--- config.mk ---
export PLATFORM = sky130hd
export DESIGN_NAME = regfile_wr_arbiter
export DESIGN_NICKNAME = d
export VERILOG_FILES = /design/src/rtl/regfile_wr_arbiter.sv
export SDC_FILE = /design/constraint.sdc
export NUM_CORES = 1
export LEC_CHECK = 0
export CORE_ASPECT_RATIO = 1.75
export CORE_MARGIN = 4
export CORE_UTILIZATION = 39
export CTS_BUF_LIST = sky130_fd_sc_hd__clkbuf_4 sky130_fd_sc_hd__clkbuf_8
export CTS_CLUSTER_SIZE = 25
export DETAILED_ROUTE_END_ITERATION = 10
export GPL_ROUTABILITY_DRIVEN = 1
export PLACE_DENSITY = 0.95
export SLEW_MARGIN = 10
export SYNTH_ARGS = -nofsm -noshare
export SYNTH_HDL_FRONTEND = slang
export SYNTH_SLANG_ARGS = --single-unit
export TNS_END_PERCENT = 10
--- constraint.sdc ---
create_clock -name clock -period 11.3 [get_ports clock]
set_input_delay 3.39 -clock clock [delete_from_list [all_inputs] [get_ports clock]]
set_output_delay 3.39 -clock clock [all_outputs]
set_load 0.005 [all_outputs]
--- src/rtl/regfile_wr_arbiter.sv ---
`default_nettype none
// ============================================================================
// Module      : regfile_wr_arbiter
// Description : Round-robin arbiter that shares the single register-file
//               write port between NUM_REQ requesters. It registers the
//               winning write and drives one decoded write enable per
//               register. Register 0 is hardwired zero and is never enabled.
// Revision    : 1.0 - initial release
// ============================================================================
module regfile_wr_arbiter #(
    parameter int NUM_REQ = 4,
    parameter int ADDR_W  = 5,
    parameter int DATA_W  = 32
) (
    input  logic                        clock,
    input  logic                        ctrl_reset,
    input  logic [NUM_REQ-1:0]          req_valid,
    input  logic [NUM_REQ*ADDR_W-1:0]   req_addr,
    input  logic [NUM_REQ*DATA_W-1:0]   req_data,
    output logic [NUM_REQ-1:0]          req_ready,
    input  logic                        freeze,
    output logic [(1<<ADDR_W)-1:0]      ctrl_writeEnable,
    output logic [ADDR_W-1:0]           ctrl_writeReg,
    output logic [DATA_W-1:0]           data_writeReg,
    output logic                        busy
);

    localparam int PTR_W    = $clog2(NUM_REQ);
    localparam int NUM_REGS = 1 << ADDR_W;

    logic [PTR_W-1:0]   rr_ptr_q, rr_ptr_d;
    logic               valid_q,  valid_d;
    logic [ADDR_W-1:0]  addr_q,   addr_d;
    logic [DATA_W-1:0]  data_q,   data_d;

    logic [NUM_REQ-1:0] w_grant;
    logic               w_gnt_any;
    logic [PTR_W:0]     w_sum;
    logic [PTR_W-1:0]   w_idx;

    // Cyclic first-valid search starting at the round-robin pointer.
    // Grants are suppressed while frozen or while reset is asserted.
    always_comb begin
        w_grant   = '0;
        w_gnt_any = 1'b0;
        w_sum     = '0;
        w_idx     = '0;
        if (ctrl_reset && !freeze) begin
            for (int k = 0; k < NUM_REQ; k++) begin
                w_sum = {1'b0, rr_ptr_q} + (PTR_W+1)'(k);
                if (w_sum >= (PTR_W+1)'(NUM_REQ)) begin
                    w_sum = w_sum - (PTR_W+1)'(NUM_REQ);
                end
                w_idx = w_sum[PTR_W-1:0];
                if (!w_gnt_any && req_valid[w_idx]) begin
                    w_gnt_any      = 1'b1;
                    w_grant[w_idx] = 1'b1;
                end
            end
        end
    end

    assign req_ready = w_grant;

    // Next state: capture the granted write; a write to register 0 is
    // consumed (pointer advances) but never becomes a valid output.
    always_comb begin
        rr_ptr_d = rr_ptr_q;
        valid_d  = 1'b0;
        addr_d   = addr_q;
        data_d   = data_q;
        for (int k = 0; k < NUM_REQ; k++) begin
            if (w_grant[k]) begin
                addr_d   = req_addr[k*ADDR_W +: ADDR_W];
                data_d   = req_data[k*DATA_W +: DATA_W];
                valid_d  = (req_addr[k*ADDR_W +: ADDR_W] != '0);
                rr_ptr_d = (k == NUM_REQ-1) ? '0 : PTR_W'(k + 1);
            end
        end
    end

    // State register with synchronous active-low reset; reset drops any
    // write that was captured in the previous cycle.
    always_ff @(posedge clock) begin
        if (!ctrl_reset) begin
            rr_ptr_q <= '0;
            valid_q  <= 1'b0;
            addr_q   <= '0;
            data_q   <= '0;
        end else begin
            rr_ptr_q <= rr_ptr_d;
            valid_q  <= valid_d;
            addr_q   <= addr_d;
            data_q   <= data_d;
        end
    end

    // One-hot write-enable decode, gated by the output-stage valid bit.
    for (genvar r = 0; r < NUM_REGS; r++) begin : g_we
        assign ctrl_writeEnable[r] = valid_q && (addr_q == ADDR_W'(r));
    end

    assign ctrl_writeReg = addr_q;
    assign data_writeReg = data_q;
    assign busy          = valid_q;

endmodule
`default_nettype wire

# After elaboration in Yosys (flattened, before gate mapping)

Cells that the tools add are included.

Input bits: 155
Bits in registers: 40
Output and inout bits: 74
Word-level logic and storage cells: 163

Bitwise logic cells: 4
Reductions and logical operators: 52
Muxes and demuxes: 53
Order comparisons: 12
Equality and inequality tests: 31
Add/subtract/negate cells: 7

Operators with widths:

| operator                                                                      | count |
|---|---|
| 32-bit two-way mux                                                            | 4 |
| 5-bit equality test (second input constant)                                   | 16 |
| 5-bit by 4-bit equality test with 1-bit output (second input constant)        | 8 |
| 1-bit logical AND                                                             | 40 |
| 4-bit two-way mux                                                             | 8 |
| 2-bit two-way mux                                                             | 11 |
| 5-bit by 3-bit equality test with 1-bit output (second input constant)        | 4 |
| 5-bit two-way mux                                                             | 4 |
| 5-bit nonzero test                                                            | 4 |
| 1-bit two-way mux                                                             | 18 |
| 2-bit by 3-bit less-than comparator with 1-bit output (second input constant) | 4 |
| 4-bit OR                                                                      | 3 |
| 5-bit by 2-bit equality test with 1-bit output (second input constant)        | 2 |
| 3-bit >= comparator (second input constant)                                   | 3 |
| 1-bit binary-select mux with 2-bit select                                     | 4 |
| 1-bit demux with 2-bit select                                                 | 4 |
| 2-bit by 1-bit >= comparator with 1-bit output (second input constant)        | 4 |
| 2-bit by 1-bit subtractor with 2-bit output (second input constant)           | 4 |
| 2-bit by 2-bit adder with 3-bit output (second input constant)                | 2 |
| 5-bit by 1-bit equality test with 1-bit output (second input constant)        | 1 |
| 5-bit logical NOT                                                             | 1 |
| 1-bit logical NOT                                                             | 4 |
| 4-bit nonzero test                                                            | 1 |
| 2-bit by 1-bit adder with 3-bit output (second input constant)                | 1 |
| other kinds (4)                                                               | 4 |

# Logic depth before layout (Yosys ltp)

Word-level depth: 23
Gate-level depth with buffers: 11
Mapped depth without buffers: 9

# Least setup slack after synthesis

OpenSTA, ideal clock, no wires.

Path type: input to output
Start: input port req_valid[0]
End: output port req_ready[3]
Path buffers: 2
Required time: 7.910 ns
Arrival time: 5.101 ns
Stages: 7
Setup slack: 2.809 ns
Cells stage by stage: or3b_1 > a2111o_1 > a31oi_1 > o21ai_1 > inv_2 > buf_2 > buf_1

Word-level cells in the longest chain between the ends: 16
Elaborated cells between the ends (all ways): 31
Classes of those cells: mux (22); bitwise (3); reduce/logical (6)

Ends and longest elaborated chain:

| item                                      | RTL line | RTL |
|---|---|---|
| start: declaration                        | 17       | `input logic [NUM_REQ-1:0] req_valid,` |
| 1-bit binary-select mux with 2-bit select | 55       | `if (!w_gnt_any && req_valid[w_idx]) begin` |
| 1-bit two-way mux (not written as such)   | 55       |  |
| 1-bit two-way mux                         | 55       |  |
| 1-bit two-way mux                         | 48       | `if (ctrl_reset && !freeze) begin` |
| 1-bit logical NOT                         | 55       |  |
| 1-bit logical AND                         | 55       |  |
| 1-bit two-way mux                         | 55       |  |
| 1-bit two-way mux                         | 48       |  |
| 1-bit logical NOT                         | 55       |  |
| 1-bit logical AND                         | 55       |  |
| 1-bit two-way mux                         | 55       |  |
| 1-bit two-way mux                         | 48       |  |
| 1-bit logical NOT                         | 55       |  |
| 1-bit logical AND                         | 55       |  |
| 4-bit two-way mux (*)                     | 55       |  |
| 4-bit two-way mux (*)                     | 48       |  |
| end: declaration                          | 20       | `output logic [NUM_REQ-1:0] req_ready,` |

Mark *: on every way between the ends. The rest lies on a longest branch, timed or not. The select of a mux whose other input is x is not followed.

# Worst setup path in the final report

Start: input port req_valid[2]
End: output port req_ready[3]

Same word-level chain as after synthesis.

==> impl_results.md <==
- Area share of the largest cell type after synthesis: 25.4%
- CTS Sinks: 40
- Layout cells sized above 1: 8.68%
- Slowest CP cell: clkdlybuf4s50_1
- Starting Density: 39.9%
- GR met2 Demand/Resource: 51.3%
- CORE AREA: 0.00791 mm²
- Core Util, Final: 70.4%
- Reg power frac: 29.8%
- Critical hold path startpoint: data_writeReg[11]
- Post-synthesis net count: 552
- Simple-gate share of the synthesized area: 22.7%
- Post-synth top area cell: dfxtp_1
- Period utilisation layout: 86.9%
- Comb power frac: 52.2%
- Max_slew headroom: 53.1%
- Pin count of the biggest net entering global routing: 39
- Post-synth EDFFs: 0
- Reg2reg end: data_writeReg[2]
- Most common cell in the synthesized netlist: nand2_1
- DR iter-0 viols: 317
- Worst stage delay on the critical path: 0.63 ns
- Full die area: 0.00964 mm²
- Reg2reg start: rr_ptr_q[0]
- Status: completed
- # DRC: 0
- Wirelength, routed: 14.1 mm
- Pins Over Slew Limit: 0
- Die W: 76.0 µm
- First-pass DRT Iterations: 6
- Synth Area in Adders: 2.78%
- Fmax: 102 MHz
- N_diodes: 0
- Clock buffer depth: 2
- Power share of the clock group: 18.0%
- Final hold viol count: 0
- Multi-input logic area: 0.00215 mm²
- Top cells by area, synth: dfxtp_1 25%, nand2_1 5.5%, a221oi_1 5.3%
- RSZ-0062 raised after global routing: no
- Mapped Cells: 390
- Detailed Place HPWL: 11.0 mm
- Final Power: 0.000743 W
- GRT overflow: 0
- Area grow syn2layout: 76.7%
- Post-Synth XOR/XNOR Area: 0%
- Crit path required time: 7.91 ns
- Htree depth: 2
- Switching Power: 0.000278 W
- Mean Syn Cell Area: 8.08 µm²
- R2R Setup Slk: 7.28 ns
- Post-CTS Setup Bufs: 0
- Initial antenna violation count: 0
- Pint: 0.000465 W
- CP Launch Point: req_valid[2]
- Finished Cell Area: 0.00557 mm²
- GR Util met3: 5.89%
- Crit-path most repeated cell: clkdlybuf4s50_1
- Worst-margin pin slew: 0.702 ns
- Port bufs: 228
- Layout fillers: 657
- Yosys reg bits: 40
- Setup Skew: 0.00286 ns
- Root Buffer: clkbuf_8
- CTS Hold Bufs: 0
- FF/Latch Area: 801 µm²
- Leakage: 1.88 nW
- Top_reg_cell synth: dfxtp_1
- Critical path arrival: 6.43 ns
- Crit-path cells: clkdlybuf4s50_1, or3b_1, a2111o_1, a31oi_1, o21ai_2, inv_2, clkdlybuf4s50_1
- First-pass GRT wire length: 21.6 mm
- Post-synthesis mux area share: 2.14%
- Register area share after synthesis: 25.4%
- Clock transition at path regs: 0.08 ns
- Avg WL per Cell: 20.5 µm
- Crit path time final: 9.82 ns
- Post-CTS sizing: 0
- Largest family of logic cells by synthesized area: compound AO/OA/AOI/OAI gates
- PD cells: 133 mW/mm²
- CP Class: in2out
- DP Area: 0.00544 mm²
- Critical path fanouts, max: 38
- Gr usage total: 27.7%
- Switching share of total power: 37.5%
- Vias: 4140
- Worst VDD drop: 0.0000738 V
- Hold Crit Depth: 1
- Fin Setup TNS: 0 ns
- Vias/cell: 6.01
- Top cells by count, synth: 46 x nand2_1, 40 x dfxtp_1, 35 x nor2_1, 30 x o21ai_0, 29 x a21oi_1
- Rows: 43
- Post-Syn Area: 0.00315 mm²
- Hold Crit Endpoint: data_writeReg[11]
- Cells on worst reg2reg path: 10
- Async SR Flop Fraction: 0%
- Met1 Use GR: 27.7%
- CTS tree: yes
- Die H: 127 µm
- Final Setup Violations: 0
- Placed cells: 681
- Synth Warn #: 0
- Non-Filler Instances: 689
- ANT nets after route: 0
- Post-layout nets: 760
- Total CTS buffers: 5
- Post-synthesis cell type count: 50
- Vias in the first global route: 4224
- Worst skew pair latency: 0.30 ns
- Max-cap viol count: 0
- Hold Crit Class: reg2reg
- Gpl congestion: 0.959
- Post-synthesis compound-gate area fraction: 40.1%
- CP Capture Type: output port
- Gr busiest metal: met2
- Crit start category: input port
- # IOs: 229
cells by family after synthesis:
kind of cell | after synthesis
buffers and inverters | 44
AO/OA/AOI/OAI | 151
AND/OR/NAND/NOR | 145
adder cells (fa/ha/maj) | 7
multiplexers | 3
flip-flops | 40
through the flow:
step                      setup WS, ns  hold slack [ns]
final                             1.48            0.473
after global routing              1.30            0.485
after CTS                         1.49            0.475
after detailed placement          1.49            0.448
after global placement            1.58            0.443
after floorplan                   2.81            0.456
worst max-delay path, delay by kind of cell:
| family | cells | cell delay (ns) |
|---|---|---|
| buffers and inverters | 3 | 1.74 |
| AOI/OAI and AO/OA | 3 | 0.92 |
| and+or+nand+nor | 1 | 0.37 |
area by class of cell:
cell class                      count  area share [%]
Clock inverter                      1           0.539
Timing Repair Buffer              236            42.1
Tap cell                           90            2.02
Clock buffer                        7            1.73
Multi-Input combinational cell    306            38.7
Sequential cell                    40            14.4
Inverter                            9           0.607
per-layer routing:
metal / up-vias / wire [µm]
met5: - / 0
met4: 0 / 784
met3: 63 / 1130
met2: 255 / 7520
met1: 1928 / 4710
li1: 1894 / -
state kept, by name, indices dropped and copies added (netlist names):
register       flops
rr_ptr_q           2
ctrl_writeReg      5
data_writeReg     32
busy               1
how the worst max path moves through the flow:
| stage | end | slack [ns] |
|---|---|---|
| 6_report | req_ready[3] | 1.48 |
| 5_1_grt | req_ready[3] | 1.30 |
| 4_1_cts | req_ready[3] | 1.49 |
| 3_5_place_dp | req_ready[3] | 1.49 |
| 2_1_floorplan | req_ready[3] | 2.81 |
| 3_3_place_gp | req_ready[3] | 1.58 |
placed cells by master (no fill, tap or decap), types with 4 or more instances in the layout:
master	instances
o2bb2ai_2	10
a221oi_1	19
nand2b_1	18
nand2_1	46
a222oi_1	8
o2bb2ai_1	17
a21oi_1	29
ha_1	7
dfxtp_1	40
inv_1	8
o21ai_0	30
clkbuf_8	7
clkdlybuf4s50_1	228
nor2_1	35
or4_1	4
buf_4	8
o31ai_1	9
a221oi_2	9
nor3_1	22
power groups by stage:
stage | clock network, W | registers, W | logic (W)
6_report | 0.000134 | 0.000222 | 0.000388
5_1_grt | 0.000141 | 0.000227 | 0.000416
4_1_cts | 0.000134 | 0.000221 | 0.000388
3_5_place_dp | 0 | 0.000223 | 0.000386
3_3_place_gp | 0 | 0.000221 | 0.000374
2_1_floorplan | 0 | 0.000212 | 0.000205
Power figures use the tool's default switching activity.
